## src/rtl/bcd_cikarici_seri.sv

```systemverilog
// bcd_cikarici_seri: digit-serial packed-BCD subtractor.
// Produces |a - b| one BCD digit per clock, least significant digit first,
// plus a sign flag and an invalid-operand flag, behind a start/busy/done handshake.
// A negative raw difference leaves the ten's complement in the working register.
// A second serial pass then negates that register (0 - working) to recover the magnitude.

module bcd_cikarici_seri #(
  parameter int BASAMAK = 4
) (
  input  logic                   clk,
  input  logic                   rst,
  input  logic                   start,
  input  logic [4*BASAMAK-1:0]   a,
  input  logic [4*BASAMAK-1:0]   b,
  output logic [4*BASAMAK-1:0]   fark,
  output logic                   negatif,
  output logic                   hata,
  output logic                   busy,
  output logic                   done
);

  localparam int W  = 4 * BASAMAK;
  localparam int IW = (BASAMAK > 1) ? $clog2(BASAMAK) : 1;

  typedef enum logic [1:0] {
    IDLE  = 2'd0,
    CIKAR = 2'd1,
    TUMLE = 2'd2,
    BITTI = 2'd3
  } state_t;

  state_t          state;
  logic [W-1:0]    a_reg;
  logic [W-1:0]    b_reg;
  logic [W-1:0]    work_reg;
  logic            borrow;
  logic [IW-1:0]   k;

  logic [3:0]      min_digit;
  logic [3:0]      sub_digit;
  logic [4:0]      diff_wide;
  logic [3:0]      digit_res;
  logic            borrow_next;
  logic [W-1:0]    work_next;
  logic            last_digit;
  logic            operand_bad;

  // True when any 4-bit digit of the packed value lies outside 0..9.
  function automatic logic has_bad_digit(input logic [W-1:0] v);
    logic bad;
    bad = 1'b0;
    for (int i = 0; i < BASAMAK; i++) begin
      if (v[4*i +: 4] > 4'd9) begin
        bad = 1'b1;
      end
    end
    return bad;
  endfunction

  assign operand_bad = has_bad_digit(a) | has_bad_digit(b);
  assign last_digit  = (k == IW'(BASAMAK - 1));

  // One digit step: the minuend is a_k in CIKAR and 0 in TUMLE.
  // The subtrahend is b_k in CIKAR and the working digit in TUMLE.
  always_comb begin
    min_digit = 4'd0;
    sub_digit = 4'd0;
    if (state == CIKAR) begin
      min_digit = a_reg[k*4 +: 4];
      sub_digit = b_reg[k*4 +: 4];
    end else begin
      min_digit = 4'd0;
      sub_digit = work_reg[k*4 +: 4];
    end
    diff_wide   = {1'b0, min_digit} - {1'b0, sub_digit} - {4'd0, borrow};
    borrow_next = diff_wide[4];
    digit_res   = diff_wide[4] ? (diff_wide[3:0] + 4'd10) : diff_wide[3:0];
    work_next   = work_reg;
    work_next[k*4 +: 4] = digit_res;
  end

  // Control FSM with registered result, flag and handshake outputs.
  always_ff @(posedge clk) begin
    if (rst) begin
      state    <= IDLE;
      a_reg    <= '0;
      b_reg    <= '0;
      work_reg <= '0;
      borrow   <= 1'b0;
      k        <= '0;
      fark     <= '0;
      negatif  <= 1'b0;
      hata     <= 1'b0;
      busy     <= 1'b0;
      done     <= 1'b0;
    end else begin
      case (state)
        IDLE: begin
          done <= 1'b0;
          if (start) begin
            if (operand_bad) begin
              fark    <= '0;
              negatif <= 1'b0;
              hata    <= 1'b1;
              busy    <= 1'b0;
              done    <= 1'b1;
              state   <= BITTI;
            end else begin
              a_reg    <= a;
              b_reg    <= b;
              work_reg <= '0;
              borrow   <= 1'b0;
              k        <= '0;
              busy     <= 1'b1;
              state    <= CIKAR;
            end
          end
        end

        CIKAR: begin
          work_reg <= work_next;
          if (last_digit) begin
            k      <= '0;
            borrow <= 1'b0;
            if (!borrow_next) begin
              fark    <= work_next;
              negatif <= 1'b0;
              hata    <= 1'b0;
              busy    <= 1'b0;
              done    <= 1'b1;
              state   <= BITTI;
            end else begin
              state <= TUMLE;
            end
          end else begin
            borrow <= borrow_next;
            k      <= k + IW'(1);
          end
        end

        TUMLE: begin
          work_reg <= work_next;
          if (last_digit) begin
            k       <= '0;
            borrow  <= 1'b0;
            fark    <= work_next;
            negatif <= 1'b1;
            hata    <= 1'b0;
            busy    <= 1'b0;
            done    <= 1'b1;
            state   <= BITTI;
          end else begin
            borrow <= borrow_next;
            k      <= k + IW'(1);
          end
        end

        BITTI: begin
          done  <= 1'b0;
          state <= IDLE;
        end

        default: begin
          busy  <= 1'b0;
          done  <= 1'b0;
          state <= IDLE;
        end
      endcase
    end
  end

endmodule

```

## config.mk

```make
export PLATFORM = sky130hd
export DESIGN_NAME = bcd_cikarici_seri
export DESIGN_NICKNAME = d
export VERILOG_FILES = /design/src/rtl/bcd_cikarici_seri.sv
export SDC_FILE = /design/constraint.sdc
export NUM_CORES = 1
export LEC_CHECK = 0
export BUFFER_PORTS_ARGS = -buffer_cell sky130_fd_sc_hd__buf_2
export CAP_MARGIN = 20
export CORE_AREA = 2 2 113 115
export DETAILED_ROUTE_END_ITERATION = 8
export DIE_AREA = 0 0 115 117
export HOLD_SLACK_MARGIN = 0.12
export PLACE_DENSITY = 0.48
export SYNTH_ARGS = -nofsm -noshare
export SYNTH_HDL_FRONTEND = slang
export SYNTH_SLANG_ARGS = --single-unit
```

## constraint.sdc

```tcl
create_clock -name clk -period 4.32 [get_ports clk]
set_input_delay 0.648 -clock clk [delete_from_list [all_inputs] [get_ports clk]]
set_output_delay 0.648 -clock clk [all_outputs]
set_load 0.01 [all_outputs]
```

# After elaboration in Yosys (flattened, before gate mapping)

Cells that the tools add are included.

Register bits: 73
Input bits: 35
Logic and storage cells: 104

Add/sub/neg operators: 5
Order comparisons: 8
Eq/ne operators: 10
Shift operators: 5
Multiplexer cells: 53
Bitwise gates (word level): 2
Reductions and logical operators: 10

Operator list:

| cell                                                                     | number |
|---|---|
| 16-bit two-way mux                                                       | 7 |
| 16-bit one-hot mux with 3 select lines                                   | 1 |
| 16-bit by 5-bit variable part select with 4-bit output                   | 3 |
| 4-bit negation with 34-bit output                                        | 1 |
| 4-bit by 34-bit variable shift with 16-bit output (first input constant) | 1 |
| 4-bit by 34-bit variable part select with 16-bit output                  | 1 |
| 4-bit greater-than comparator (second input constant)                    | 8 |
| 16-bit one-hot mux with 2 select lines                                   | 1 |
| 1-bit two-way mux                                                        | 26 |
| 16-bit bitwise mux                                                       | 1 |
| 2-bit two-way mux                                                        | 7 |
| 4-bit two-way mux                                                        | 3 |
| 2-bit inequality test (second input constant)                            | 6 |
| 3-bit AND reduction                                                      | 4 |
| 1-bit one-hot mux with 3 select lines                                    | 3 |
| 2-bit one-hot mux with 4 select lines                                    | 1 |
| 2-bit equality test (second input constant)                              | 3 |
| 6-bit AND reduction                                                      | 1 |
| 5-bit AND reduction                                                      | 1 |
| 4-bit by 4-bit subtractor with 5-bit output                              | 1 |
| 5-bit by 1-bit subtractor with 5-bit output                              | 1 |
| 4-bit adder (second input constant)                                      | 1 |
| 1-bit one-hot mux with 4 select lines                                    | 1 |
| 2-bit one-hot mux with 2 select lines                                    | 1 |
| other kinds (9)                                                          | 9 |

# Logic depth before layout (Yosys ltp)

Gate-level depths: netlist of run 1.

Depth in word-level cells: 11
Depth in mapped cells: 17
Gate-level depth less buffers: 14

# Least setup slack after synthesis of run 1

No wires, ideal clock.

Kind: reg2reg
Start point: register k[0]
End point: register fark[2]
Setup time: 0.138 ns
Data arrival time: 3.818 ns
Data required time: 4.182 ns
Setup slack: 0.363 ns
Cell stages (with the launch flop): 16
Cell sequence: dfxtp_1 buf_2 buf_2 mux4_2 nand2_1 nand2_1 fa_1 fa_1 clkbuf_2 xnor2_1 ha_1 nor3b_1 o31ai_1 nand3_1 a32oi_1 a211oi_1

Longest elaborated chain between the ends: 11
Elaborated cells between the ends (all ways): 22

RTL lines:

| what                                                                             | RTL line   | text |
|---|---|---|
| from (decl)                                                                      | 37         | `logic [IW-1:0] k;` |
| from (signal assigned)                                                           | 137        | `k <= k + IW'(1);` |
| from (signal assigned)                                                           | 154        | `k <= k + IW'(1);` |
| 16-bit by 5-bit variable part select with 4-bit output, on equally long branches | 69, 70, 73 |  |
| 4-bit two-way mux                                                                | 68         | `if (state == CIKAR) begin` |
| 4-bit by 4-bit subtractor with 5-bit output                                      | 75         | `diff_wide = {1'b0, min_digit} - {1'b0, sub_digit} - {4'd0, borrow};` |
| 5-bit by 1-bit subtractor with 5-bit output                                      | 75         |  |
| 4-bit adder                                                                      | 77         | `digit_res = diff_wide[4] ? (diff_wide[3:0] + 4'd10) : diff_wide[3:0];` |
| 4-bit two-way mux                                                                | 77         |  |
| 4-bit by 34-bit variable part select with 16-bit output                          | 79         | `work_next[k*4 +: 4] = digit_res;` |
| 16-bit bitwise mux                                                               | 79         |  |
| 16-bit two-way mux                                                               | 125        | `if (!borrow_next) begin` |
| 16-bit two-way mux                                                               | 122        | `if (last_digit) begin` |
| 16-bit one-hot mux with 3 select lines                                           | 97         | `case (state)` |
| to (signal assigned)                                                             | 126        | `fark <= work_next;` |
| to (signal assigned)                                                             | 146        | `fark <= work_next;` |
| to (decl)                                                                        | 15         | `output logic [4*BASAMAK-1:0] fark,` |

Several ways; a longest one is shown, not always the timed one. The select of a mux whose other input is x is not followed.
A chain may end at the register's enable or synchronous reset.

# Worst setup path after layout of run 1

Start point: register state[1]
End point: register work_reg[15]

Longest elaborated chain between the ends: 9
Elaborated cells between the ends (all ways): 17

RTL lines:

| what                                                    | RTL line | text |
|---|---|---|
| from (decl)                                             | 32       | `state_t state;` |
| from (signal assigned)                                  | 85       | `state <= IDLE;` |
| from (signal assigned)                                  | 107      | `state <= BITTI;` |
| from (signal assigned)                                  | 115      | `state <= CIKAR;` |
| 2-bit by 1-bit equality test with 1-bit output          | 68, 97   |  |
| 4-bit two-way mux                                       | 68       |  |
| 4-bit by 4-bit subtractor with 5-bit output             | 75       |  |
| 5-bit by 1-bit subtractor with 5-bit output             | 75       |  |
| 4-bit adder                                             | 77       |  |
| 4-bit two-way mux                                       | 77       |  |
| 4-bit by 34-bit variable part select with 16-bit output | 79       |  |
| 16-bit bitwise mux                                      | 79       |  |
| 16-bit one-hot mux with 2 select lines                  | 97       |  |
| to (signal assigned)                                    | 121      | `work_reg <= work_next;` |
| to (signal assigned)                                    | 142      | `work_reg <= work_next;` |
| to (decl)                                               | 35       | `logic [W-1:0] work_reg;` |

Several ways; a longest one is shown, not always the timed one.

==> results.toml, run 1 <==
[run_status]
outcome = "finished, final reports clean"

[global_route]
antenna_found_initial = 0
grt_pass1_vias = 3304
gr-total-overflow = 0
grt_first_pass_wirelength_mm = 17.6
grt_usage_pct = 17.2
grt_max_degree = 38

[floorplanning]
die_width_um = 115
fp-row-count = 41
start_util_pct = 32.8
num_io_pins = 55
dieArea_um2 = 13500
placeableCoreArea_um2 = 12300
die_y_um = 117

[logic_synthesis]
synth_top_area_cell = "dfxtp_1"
synthesis.nets = 487
async_reset_ff_share_pct = 0
ys_dominant_reg_cell = "dfxtp_1"
synth_area_leaders = "dfxtp_1 (36%), mux2i_1 (11%), mux4_2 (6.1%)"
yosysTopAreaCellShare_pct = 36.1
synth_cell_types = 58
avgSynthCellArea_um2 = 9.32
synth-seq-area-share_pct = 36.1
netlist_instances = 434
synth_area_um2 = 4040
synth-seq-cells = 73
synth_edf_count = 0
yosysWarnings = 0

[critical_path]
cp.arrival_ns = 4.18
critPathSlowestCell = "or4_4"
critPathMaxStageDelay_ns = 0.55
critPathMaxFanout = 9
worst-setup-path-type = "register to register"
start_kind = "register"
path_cells = "inv_1, ha_1, mux4_2, nand2_1, nand2_1, fa_1, fa_1, xnor2_1, ha_1, or4_4, and4_1, o21bai_1, a311oi_1"
endpoint_kind = "register"
crit_required_ns = 4.51

[timing]
fin_skew_ns = 0.00935
final-setup-viol-count = 0
min_period_ns = 3.99
slew-limit-headroom_pct = 46.3
period_share_pct = 92.4
fin_setup_tns_ns = 0
maxSlewViolCount = 0
fin_ws_ns = 0.327
max_freq_ghz = 0.250
rsz0062_at_grt = "false"
hold_viol_final = 0
worst_pin_slew_ns = 0.803

[placed_design]
dp_slack_ns = 0.214
gp_congestion = 0.844
dpl.hpwl_mm = 8.20
port_buffers = 54

[power]
power_density_nw_per_um2 = 656
p_leak_nw = 1.80
vdd_drop_max_v = 0.000204

[clock_tree]
h-tree-depth = 3
hold_buffers = 0
clock-sinks = 73
clk_pin_slew_ns = 0.06
cts_buffers = 9
cts_tree = "built"
clk_latency_ns = 0.35
cts_root_buf = "clkbuf_16"
cts_buffer_depth = 2

[drt]
routed-via-count = 3430
wl_per_cell_um = 16.9
drc = 0
drt_wl_total_mm = 10.7
drt_iter0_markers = 201
postRouteAntennaNets = 0
drt_pass1_iterations = 6
vias_per_cell = 5.38

[flow_run]
drv_cap = 0

[finish]
nNetsFinal = 535
area_growth_pct = 17.3
diodes = 0
final_common_cell = "dfxtp_1"
final_cell_mix = "dfxtp_1 (73), nor2_1 (55), buf_2 (54)"
final_layout_size_suffix_gt1_share_pct = 22.0

[min_path]
hold_path_class = "register to register"
==> through the flow <==
stage	hold WS, ns	power, mW	cells	util [%]	instance area [µm²]
after CTS	0.461	3.13	637	38.5	4740
after detailed placement	0.454	2.31	621	35.9	4420
after floorplan	0.455	1.98	434	-	4040
after global routing	0.498	3.33	637	38.5	4740
final	0.463	3.11	637	38.5	4740
after global placement	0.446	2.28	621	35.9	4420
==> area by class of cell <==
class                      count  area, µm²
tap                          150        188
inverter                      14       52.6
sequential                    73       1460
fill                        1255       7570
clock buffer                  11        243
clock inverter                 5       78.8
timing repair buffer          62        330
multi-input combinational    322       2390
==> worst max-delay path: cells and delay by family, from the launching register on <==
family                     cells  cell delay [ns]
AOI/OAI and AO/OA              2             0.36
DFF                            1             0.35
and+or+nand+nor                4             0.94
muxes                          1             0.35
xor gates and xnor gates       1             0.17
adders and majority gates      4             1.55
buffers and inverters          1             0.11
==> repair_timing <==
item / in CTS / in global routing
setup buffers: 0 / 0
hold endpoints to repair: 0 / 0
resized for setup: 0 / 2
setup endpoints to repair: 0 / 11
==> per-layer routing <==
metal  up-vias  track usage, %  routed length, µm
met5         -               0                  0
met4         0            6.51                191
met3        14            4.99                659
met2        91            25.4               4620
met1      1647            23.8               5280
li1       1678               -                  -
==> cells in the mapped netlist, types with 3 or more instances <==
cell type / instances
dfxtp_1: 73
nor2_1: 55
mux2i_1: 45
nand2_1: 30
a21oi_1: 27
nand3_1: 19
ha_1: 16
inv_1: 14
mux4_2: 11
clkbuf_1: 10
nor2b_1: 10
nor3_1: 9
o21ai_0: 9
a311oi_1: 8
o21ai_1: 8
a211oi_1: 6
and2_1: 5
buf_6: 5
o31ai_1: 5
a211oi_2: 4
a31oi_1: 4
and4_1: 4
buf_2: 4
buf_4: 4
o21bai_1: 4
a21oi_2: 3
nand2b_1: 3
nand4_1: 3
==> worst paths after layout <==
path	startpoint	to	slack (ns)	depth (start not counted)
worst min register to register	done	done	0.46	2
worst max-delay path	state[1]	work_reg[15]	0.33	13
worst max register to register	state[1]	work_reg[15]	0.33	13
worst min-delay path	done	done	0.46	2
==> power by group <==
group | internal, mW | switching [mW] | leakage, nW
sequential | 0.789 | 0.0910 | 0.592
clock | 0.520 | 0.298 | 0.159
combinational | 0.558 | 0.854 | 1.05
total | 1.87 | 1.24 | 1.80
==> logic make-up (layout without fill, tap and decap cells) <==
| logic type | after synthesis | in the layout | synth area share [%] |
|---|---|---|---|
| AO/OA/AOI/OAI | 90 | 90 | 15.8 |
| XOR/XNOR | 2 | 2 | 0.433 |
| flip-flops | 73 | 73 | 36.1 |
| adder cells (fa/ha/maj) | 18 | 18 | 5.94 |
| multiplexers | 57 | 57 | 17.6 |
| AND/OR/NAND/NOR | 155 | 155 | 19.0 |
| buffers and inverters | 39 | 92 | 5.07 |
(Power assumes the default switching activity.)
==> run 2, diff against run 1 <==
- ABC_AREA: unset -> 0
- clock period: 4.32 -> 5 ns (I/O delays scaled with it)
==> run 2 against run 1 <==
Compared with the run above: sequential share of layout area rose by 0.34 points; final cell count did not move; fmax fell by 3.4%; routed wire length decreased by 1.0%; utilization down 0.42 points; critical path depth up 1; highest routed layer unchanged.
==> results.toml, run 2 (synthesized netlist as in run 1, its figures left out) <==
[run_status]
outcome = "finished, final reports clean"

[critical_path]
cp.arrival_ns = 4.33
critPathMaxFanout = 10
endpoint_kind = "register"
worst-setup-path-type = "register to register"
critPathMaxStageDelay_ns = 0.53
path_cells = "inv_1, ha_1, mux4_2, nand2_1, nand2_1, fa_1, fa_1, xnor2_1, ha_1, nor3b_1, o31ai_1, nand3_1, a32oi_1, a211oi_1"
crit_required_ns = 5.20
start_kind = "register"
critPathSlowestCell = "fa_1"

[floorplanning]
die_y_um = 117
num_io_pins = 55
fp-row-count = 41
die_width_um = 115
dieArea_um2 = 13500
start_util_pct = 32.8
placeableCoreArea_um2 = 12300

[placed_design]
port_buffers = 54
dpl.hpwl_mm = 8.00
dp_slack_ns = 0.873
gp_congestion = 0.861

[drt]
drt_pass1_iterations = 4
wl_per_cell_um = 16.7
postRouteAntennaNets = 0
vias_per_cell = 5.28
drt_iter0_markers = 118
routed-via-count = 3366
drc = 0
drt_wl_total_mm = 10.6

[clock_tree]
cts_buffers = 9
clk_latency_ns = 0.35
post_cts_resized = 0
cts_tree = "built"
cts_buffer_depth = 2
hold_buffers = 0
clk_pin_slew_ns = 0.06
cts_root_buf = "clkbuf_16"
cts_setup_buffers = 0
h-tree-depth = 3
clock-sinks = 73

[timing]
hold_viol_final = 0
fin_ws_ns = 0.864
worst_pin_slew_ns = 0.860
max_freq_ghz = 0.242
final-setup-viol-count = 0
slew-limit-headroom_pct = 42.5
period_share_pct = 82.7
rsz0062_at_grt = "false"
fin_skew_ns = 0.00758
whs_ns = 0.451
min_period_ns = 4.14
fin_setup_tns_ns = 0
maxSlewViolCount = 0

[global_route]
gr-total-overflow = 0
grt_usage_pct = 16.9
grt_pass1_vias = 3231
grt_first_pass_wirelength_mm = 17.2
antenna_found_initial = 0
grt_max_degree = 74

[power]
power_density_nw_per_um2 = 554
vdd_drop_max_v = 0.000199
total_power_mw = 2.60
p_leak_nw = 1.78

[flow_run]
drv_cap = 0

[finish]
final_layout_size_suffix_gt1_share_pct = 21.8
seqCellArea_um2 = 1460
multi_input_area_um2 = 2380
area_growth_pct = 16.0
num-fill-cells = 1270
final_cell_mix = "dfxtp_1 (73), nor2_1 (55), buf_2 (54)"
diodes = 0
final_common_cell = "dfxtp_1"
nNetsFinal = 536
postLayoutCoreUtil_pct = 38.1

[min_path]
hold_path_class = "register to register"
-- run 2: per-layer routing --
layer	track usage, %	share of wire, %	vias to the layer above
met5	0	0	-
met4	6.43	1.5	0
met3	5.15	6.3	11
met2	25.0	43	85
met1	23.3	50	1590
li1	-	-	1680
-- run 2: path summary, 6_finish.rpt --
kind	start	end	slack, ns	cells after the start
hold / removal	done	done	0.45	2
setup reg to reg	state[1]	fark[2]	0.86	14
setup / recovery	state[1]	fark[2]	0.86	14
hold reg to reg	done	done	0.45	2
-- run 2: critical path, delay by kind of cell (launching register included) --
family / cells / cell delay (ns)
adders and majority gates: 4 / 1.70
AOI/OAI and AO/OA: 3 / 0.85
xor gates and xnor gates: 1 / 0.17
DFF: 1 / 0.35
buffers and inverters: 1 / 0.12
muxes: 1 / 0.37
and+or+nand+nor: 4 / 0.43
-- run 2: power by group --
group / switching [mW] / leakage [nW] / internal, mW / total (mW)
combinational: 0.751 / 1.05 / 0.503 / 1.25
clock: 0.249 / 0.131 / 0.330 / 0.579
sequential: 0.0830 / 0.592 / 0.682 / 0.765
total: 1.08 / 1.78 / 1.51 / 2.60
-- run 2: layout make-up --
cell class,instances,area share (%)
clock inverters,6,0.773
flip-flops and latches,73,31.1
repair buffers,63,7.36
well taps,150,4.00
multi-input cells,322,50.8
clock buffers,9,4.80
inverters,14,1.12
-- run 2: through the flow --
step                      cells  cell area [µm²]
final                       637             4690
after global routing        637             4690
after CTS                   637             4690
after detailed placement    622             4430
after global placement      621             4420
after floorplan             434             4040
==> run 3, diff against run 2 <==
- clock period: 5 -> 4.1 ns (I/O delays scaled with it)
==> run 3 against run 2 <==
Compared with the run above: non-clock buffer count did not move; worst setup slack got worse by 0.62 ns; routed wire length rose by 1.9%; global-route usage rose by 0.29 points; sequential power rose by 21%; final area rose by 0.93%; clock power rose by 41%; hold slack improved by 0.0036 ns; combinational power rose by 21%; largest power group unchanged.
==> results.toml, run 3 (synthesized netlist as in run 1, its figures left out) <==
[run_status]
outcome = "finished, final reports clean"

[power]
p_leak_nw = 1.79
total_power_mw = 3.25
power_density_nw_per_um2 = 687
vdd_drop_max_v = 0.000333

[clock_tree]
cts_buffer_depth = 2
clock-sinks = 73
clk_latency_ns = 0.34
hold_buffers = 0
cts_root_buf = "clkbuf_16"
cts_buffers = 9
clk_pin_slew_ns = 0.06
cts_tree = "built"
h-tree-depth = 3

[drt]
wl_per_cell_um = 17.0
drt_wl_total_mm = 10.8
drt_iter0_markers = 236
vias_per_cell = 5.27
drt_pass1_iterations = 4
drc = 0
routed-via-count = 3363
postRouteAntennaNets = 0

[finish]
final_layout_size_suffix_gt1_share_pct = 21.9
num-fill-cells = 1265
design_area_um2 = 4740
final_cell_mix = "dfxtp_1 (73), nor2_1 (55), buf_2 (54)"
diodes = 0
area_growth_pct = 17.1
multi_input_area_um2 = 2390
nNetsFinal = 536
seqCellArea_um2 = 1460
final_common_cell = "dfxtp_1"

[min_path]
worstHoldEndpoint = "done"
hold_path_class = "register to register"
hold_start = "done"
hold_depth = 2

[critical_path]
start_kind = "register"
cp.arrival_ns = 4.03
r2r_cells = 13
reg2reg_to = "work_reg[15]"
reg2reg_from = "state[1]"
critPathMaxFanout = 7
crit_required_ns = 4.28
rrSetupSlack_ns = 0.25
worst-setup-path-type = "register to register"
endpoint_kind = "register"

[timing]
maxSlewViolCount = 0
fin_ws_ns = 0.247
fin_skew_ns = 0.0107
slew-limit-headroom_pct = 40.2
fin_setup_tns_ns = 0
worst_pin_slew_ns = 0.894
min_period_ns = 3.85
period_share_pct = 94.0
final-setup-viol-count = 0
whs_ns = 0.454
hold_viol_final = 0
rsz0062_at_grt = "false"
max_freq_ghz = 0.260

[global_route]
grt_max_degree = 40
grt.met1_usage_pct = 24.9
gr-max-usage-layer = "met1"
grt_pass1_vias = 3284
gr-total-overflow = 0
grt_first_pass_wirelength_mm = 17.7
antenna_found_initial = 0
grt.met3_usage_pct = 4.33
grt_usage_pct = 17.2
met2_usage_pct = 24.6

[placed_design]
port_buffers = 54
gp_congestion = 0.820
dpl.hpwl_mm = 8.11
dp_slack_ns = 0.191
dpl_cell_area_um2 = 4420

[floorplanning]
die_width_um = 115
dieArea_um2 = 13500
placeableCoreArea_um2 = 12300
start_util_pct = 32.8
die_y_um = 117
num_io_pins = 55
fp-row-count = 41

[flow_run]
drv_cap = 0
## run 3: power by group
part / total (mW) / switching [mW] / internal, mW
logic: 1.51 / 0.910 / 0.597
clock network: 0.818 / 0.313 / 0.505
registers: 0.929 / 0.0974 / 0.831
## run 3: repair_timing
action,4_1_cts,5_1_grt
endpoints found under the setup margin,0,8
resized for setup,0,1
setup buffers,0,0
## run 3: cell type report
class,instances,share of cell area (%)
Clock buffer,12,5.42
Clock inverter,4,1.08
Inverter,14,1.11
Multi-Input combinational cell,322,50.4
Sequential cell,73,30.9
Tap cell,150,3.96
Timing Repair Buffer,63,7.13
## run 3: per-layer routing
layer | vias to the layer above | part of all wire [%]
met2 | 78 | 42
li1 | 1681 | -
met4 | 0 | 1.5
met3 | 8 | 4.9
met5 | - | 0
met1 | 1596 | 51
## run 3: metrics by stage
step                std cells  util [%]
floorplan                 434         -
global placement          622      35.9
detailed placement        622      35.9
CTS                       638      38.4
global route              638      38.5
finish                    638      38.5
## run 3: worst max-delay path, stage by stage, from the launching register on
cell and delay [ns]:
dfxtp_1 0.39, inv_1 0.10, ha_1 0.25, mux4_2 0.30, nand2_1 0.08, nand2_1 0.07
fa_1 0.45, fa_1 0.53, xnor2_1 0.17, ha_1 0.22, or4_4 0.55, and4_1 0.24
o21bai_1 0.22, a311oi_1 0.13
## run 3: worst max path at each step
stage                     slack (ns)           end  startpoint
after detailed placement        0.19       fark[2]    state[1]
after global routing            0.04       fark[7]    state[1]
after global placement          0.27       fark[2]    state[1]
after floorplan                 0.14       fark[2]        k[0]
final                           0.25  work_reg[15]    state[1]
after CTS                       0.18       fark[2]    state[1]
